File: src/rtl/argmax_pkg.sv
// Shared definitions for the streaming argmax block: FSM state encoding
// and the index-width helper used to size out_index.
package argmax_pkg;

   typedef enum logic [1:0] {
      IDLE = 2'd0,
      ACC  = 2'd1,
      DONE = 2'd2
   } state_t;

   // Width needed to hold an index in 0..n-1, never less than one bit.
   function automatic int idx_w(input int n);
      int w;
      w = $clog2(n);
      return (w < 1) ? 1 : w;
   endfunction

endpackage

File: src/rtl/argmax_cmp.sv
// Strict greater-than compare of two scores, signed or unsigned by parameter.
module argmax_cmp #(
   parameter int SCORE_W = 8,
   parameter bit SIGNED  = 1'b0
) (
   input  logic [SCORE_W-1:0] a,
   input  logic [SCORE_W-1:0] b,
   output logic               gt
);

   generate
      if (SIGNED) begin : g_signed
         assign gt = ($signed(a) > $signed(b));
      end else begin : g_unsigned
         assign gt = (a > b);
      end
   endgenerate

endmodule

File: src/rtl/argmax_stream.sv
// Streaming argmax: consumes one score beat per cycle, tracks the top-1 and
// top-2 scores of a frame and presents index, score, margin and a length
// error flag once the in_last beat has been accepted.
module argmax_stream
   import argmax_pkg::*;
#(
   parameter int N_CLASSES = 10,
   parameter int SCORE_W   = 8,
   parameter bit SIGNED    = 1'b0,
   localparam int IDX_W    = idx_w(N_CLASSES)
) (
   input  logic               clk,
   input  logic               rst_n,
   input  logic               in_valid,
   output logic               in_ready,
   input  logic [SCORE_W-1:0] in_score,
   input  logic               in_last,
   output logic               out_valid,
   input  logic               out_ready,
   output logic [IDX_W-1:0]   out_index,
   output logic [SCORE_W-1:0] out_score,
   output logic [SCORE_W-1:0] out_margin,
   output logic               out_err
);

   // Counter must be able to hold N_CLASSES itself (saturation value).
   localparam int CNT_W = $clog2(N_CLASSES + 1);
   localparam logic [CNT_W-1:0] N_CNT = CNT_W'(N_CLASSES);

   state_t             state, state_n;
   logic [SCORE_W-1:0] best, best_n;
   logic [SCORE_W-1:0] second, second_n;
   logic               has_second, has_second_n;
   logic [IDX_W-1:0]   best_idx, idx_n;
   logic [CNT_W-1:0]   count, count_n;
   logic               over, over_n;
   logic               accept, consume;
   logic               gt_best, gt_second;
   logic [SCORE_W:0]   best_x, second_x;
   logic [SCORE_W-1:0] margin_n;
   logic               err_n;

   assign accept  = in_valid & in_ready;
   assign consume = out_valid & out_ready;

   argmax_cmp #(.SCORE_W(SCORE_W), .SIGNED(SIGNED)) u_cmp_best (
      .a  (in_score),
      .b  (best),
      .gt (gt_best)
   );

   argmax_cmp #(.SCORE_W(SCORE_W), .SIGNED(SIGNED)) u_cmp_second (
      .a  (in_score),
      .b  (second),
      .gt (gt_second)
   );

   // Next FSM state from handshakes.
   always_comb begin
      state_n = state;
      case (state)
         IDLE: begin
            if (accept) begin
               state_n = in_last ? DONE : ACC;
            end else begin
               state_n = IDLE;
            end
         end
         ACC: begin
            if (accept && in_last) begin
               state_n = DONE;
            end else begin
               state_n = ACC;
            end
         end
         DONE: begin
            if (consume) begin
               state_n = IDLE;
            end else begin
               state_n = DONE;
            end
         end
         default: state_n = IDLE;
      endcase
   end

   // Top-1/top-2 update for the beat presented this cycle; beats past the
   // last class index only bump the overflow flag.
   always_comb begin
      best_n       = best;
      second_n     = second;
      has_second_n = has_second;
      idx_n        = best_idx;
      count_n      = count;
      over_n       = over;
      if (state == IDLE) begin
         best_n       = in_score;
         second_n     = '0;
         has_second_n = 1'b0;
         idx_n        = '0;
         count_n      = CNT_W'(1);
         over_n       = 1'b0;
      end else if (count < N_CNT) begin
         count_n = count + CNT_W'(1);
         if (gt_best) begin
            second_n     = best;
            has_second_n = 1'b1;
            best_n       = in_score;
            idx_n        = count[IDX_W-1:0];
         end else if (!has_second || gt_second) begin
            second_n     = in_score;
            has_second_n = 1'b1;
         end else begin
            second_n     = second;
         end
      end else begin
         over_n = 1'b1;
      end
   end

   // Margin is taken one bit wider so a full-range signed spread still
   // yields the correct unsigned difference after truncation.
   always_comb begin
      if (SIGNED) begin
         best_x   = {best_n[SCORE_W-1], best_n};
         second_x = {second_n[SCORE_W-1], second_n};
      end else begin
         best_x   = {1'b0, best_n};
         second_x = {1'b0, second_n};
      end
      margin_n = has_second_n ? SCORE_W'(best_x - second_x) : '0;
      err_n    = (count_n != N_CNT) || over_n;
   end

   // FSM, running frame state and registered result/handshake outputs.
   always_ff @(posedge clk or negedge rst_n) begin
      if (!rst_n) begin
         state      <= IDLE;
         best       <= '0;
         second     <= '0;
         has_second <= 1'b0;
         best_idx   <= '0;
         count      <= '0;
         over       <= 1'b0;
         in_ready   <= 1'b0;
         out_valid  <= 1'b0;
         out_index  <= '0;
         out_score  <= '0;
         out_margin <= '0;
         out_err    <= 1'b0;
      end else begin
         state     <= state_n;
         in_ready  <= (state_n != DONE);
         out_valid <= (state_n == DONE);
         if (accept) begin
            best       <= best_n;
            second     <= second_n;
            has_second <= has_second_n;
            best_idx   <= idx_n;
            count      <= count_n;
            over       <= over_n;
            if (in_last) begin
               out_index  <= idx_n;
               out_score  <= best_n;
               out_margin <= margin_n;
               out_err    <= err_n;
            end
         end
      end
   end

endmodule

File: config.mk
export PLATFORM = sky130hd
export DESIGN_NAME = argmax_stream
export DESIGN_NICKNAME = d
export VERILOG_FILES = /design/src/rtl/argmax_pkg.sv /design/src/rtl/argmax_cmp.sv /design/src/rtl/argmax_stream.sv
export SDC_FILE = /design/constraint.sdc
export NUM_CORES = 1
export LEC_CHECK = 0
export ABC_CLOCK_PERIOD_IN_PS = 3400
export CAP_MARGIN = 20
export CORE_UTILIZATION = 51
export DETAILED_ROUTE_END_ITERATION = 12
export PLACE_DENSITY = 0.76
export SYNTH_ARGS = -nofsm -noshare
export SYNTH_HDL_FRONTEND = slang
export SYNTH_SLANG_ARGS = --single-unit
export TNS_END_PERCENT = 20
File: constraint.sdc
create_clock -name clk -period 3.4 [get_ports clk]
set_clock_uncertainty 0.2 [all_clocks]
set_input_delay 0.68 -clock clk [delete_from_list [all_inputs] [get_ports clk]]
set_output_delay 0.68 -clock clk [all_outputs]
set_load 0.03 [all_outputs]
==> results.toml <==
[die]
rows = 28
start_util_pct = 52.9
die-height_um = 80.6
fp.coreArea_sq_um = 5960
die-area_sq_um = 6500
die_w_um = 80.6
pin_count = 36

[yosys]
synth.net_count = 366
syn-cell-area_sq_um = 3150
yosysWarnings = 0
netlist.area_leader.share_pct = 40.5
synth-xor-area-share_pct = 1.95
yosys.cell_count.top_type = "dfrtp_1"
synth_top_cells_by_area = "dfrtp_1, ha_1, mux2_2, o21ai_0, nand2_1"
avgSynthCellArea_sq_um = 9.64
synthMuxAreaShare_pct = 11.9
synth_compound_gate_area_share_pct = 17.3
yosys.area.top_type = "dfrtp_1"
synthCells = 327
synth_top_family_by_area = "compound AO/OA/AOI/OAI gates"
ys_seq_area_share_pct = 40.5
synth_commonest_cells = "dfrtp_1, nand2_1, o21ai_0"
synth-edff-count = 0
synth.distinct_cells = 50
synthSimpleGateAreaFrac_pct = 13.4
ys.flop_type = "dfrtp_1"
synthAdderAreaFrac_pct = 10.6
ys_seq_elements = 51
async_reset_ff_share_pct = 100

[setup_path]
crit_type = "reg2reg"
path_max_fanout = 3
critical_path.startpoint_type = "flip-flop"
cp.arrival_ns = 3.90
worst_setup_path_end_kind = "flip-flop"
critical_path_required_ns = 3.38

[timing]
final.setup.tns_ns = -1.69
tightest_slew_ns = 0.920
layout_setup_ws_ns = -0.528
post-route-min-period_ns = 3.93
hold_violations = 0
max_freq_mhz = 255
min_period_over_period_pct = 116
setup_viol = 5
rsz0062_at_grt = "true"
drv_slew = 0
slew_headroom_pct = 38.0
hold_ws_ns = 0.0970

[route]
drc = 0
dr.pass1.iters = 5
routed_wl_um = 10300
ant_nets = 0
via_per_inst = 6.16
vias = 3153
drt_iter0_drc = 242
routedWlPerCell_um = 20.1

[clocking]
cts_tree = "yes"
cts_buffer_depth = 2
clkLatencyLatePin_ns = 0.32
htreeDepth = 2
hold_buffers = 0
path_clk_slew_ns = 0.11
clock_sinks = 51
cts-buffers-inserted = 5
root_buffer = "clkbuf_8"

[cells_and_area]
drive_gt1_share_pct = 39.4
area.growth.synth_to_final_pct = 43.9
fin_cells = 512
fin_util_pct = 76.2
nets = 475
n_antenna_cell = 0

[global_routing]
grt_pass1_wl_um = 15100
grt_usage_pct = 31.0
grt_max_degree = 23
grt_overflow_total = 0
grt_pass1_vias = 3083
antenna_found_initial = 0

[worst_hold_path]
hold_class = "in2async"

[place]
dp_cells = 490
place_congestion = 0.852
hpwl_um = 5990
port_buffers = 35

[pwr]
power_mw = 5.25
power_density_nw_per_um2 = 1160
p_leak_nw = 2.03
peakVddDrop_mv = 0.634

[job]
max_cap_violations = 0

[run_status]
status = "finished, violations left"
violations = "negative setup slack"
stage by stage:
step / worst slack [ns] / area, sq um
6_report: -0.528 / 4540
5_1_grt: -0.594 / 4540
4_1_cts: -0.373 / 4400
3_5_place_dp: -1.25 / 4050
3_3_place_gp: -1.12 / 4050
2_1_floorplan: -0.593 / 3180
cell families (layout without fill, tap and decap cells):
group,Yosys count,count (layout)
AO/OA/AOI/OAI,86,86
XOR/XNOR,7,7
multiplexers,34,34
adder cells (fa/ha/maj),26,26
flip-flops,51,51
AND/OR/NAND/NOR,90,90
buffers and inverters,33,143
report_power, final:
part           switching (mW)  internal [mW]
Clock                   0.233          0.153
Combinational            1.94           1.91
Sequential              0.167          0.856
Total                    2.34           2.92
per-layer routing:
layer	vias up	GRT usage (%)	wire, um
met3	63	5.34	811
met2	200	51.3	4870
li1	1378	-	-
met1	1512	39.7	4120
met5	-	0	0
met4	0	13.4	479
registers in the layout (all words and copies together) (netlist names), 2 cells and up:
name / flops
best: 8
best_idx: 4
count: 4
out_index: 4
out_margin: 8
out_score: 8
second: 8
state: 2
cell type report:
cell class | instances | area, sq um
timing repair buffer | 115 | 937
clock buffer | 5 | 68.8
multi-input combinational | 243 | 2060
sequential | 51 | 1280
tap | 75 | 93.8
fill | 381 | 1420
clock inverter | 3 | 28.8
inverter | 20 | 75.1
critical path, cell delays in order, from the launching register on:
cell	delay, ns
dfrtp_1	0.44
inv_2	0.08
ha_4	0.24
nor2b_1	0.13
o211ai_1	0.18
a21oi_2	0.10
o31ai_4	0.28
buf_6	0.17
mux2i_1	0.19
a21oi_1	0.12
mux2_2	0.31
nand2_2	0.12
ha_4	0.21
o2111ai_1	0.09
and4b_1	0.26
a21oi_1	0.08
nor2_1	0.15
xor2_1	0.22
xnor2_1	0.14
o21ai_1	0.07
worst paths after layout:
kind,slack (ns),depth (start not counted),to,startpoint
setup / recovery,-0.53,19,out_margin[7]$_DFFE_PN0P_,second[1]$_DFFE_PN0P_
hold / removal,0.1,1,out_margin[1]$_DFFE_PN0P_,rst_n
setup reg to reg,-0.53,19,out_margin[7]$_DFFE_PN0P_,second[1]$_DFFE_PN0P_
hold reg to reg,0.29,2,out_score[1]$_DFFE_PN0P_,out_score[1]$_DFFE_PN0P_
max in group asynchronous,2.29,2,best[6]$_DFFE_PN0P_,rst_n
min in group clk,0.29,2,out_score[1]$_DFFE_PN0P_,out_score[1]$_DFFE_PN0P_
cell usage in the layout (no fill, tap or decap), types with 4 or more instances in the layout:
master,count
buf_6,7
mux2_2,23
mux2i_1,6
a22o_1,8
nor2_1,23
ha_4,16
xor2_1,4
clkdlybuf4s50_1,26
ha_1,7
buf_4,75
o21ai_0,25
inv_2,5
clkbuf_8,5
buf_2,5
a21oi_1,19
dfrtp_1,51
inv_1,15
o21ai_1,5
nor2b_1,4
nand2_1,33
a21oi_2,6
repair_timing:
action                     CTS  global route
pin swaps                   25            18
setup buffers                5             8
resized for setup           67            25
cloned                       1             0
hold endpoints to repair     0             0
setup endpoints to repair    7             7
Note: power is estimated with default switching activity, not from simulation.
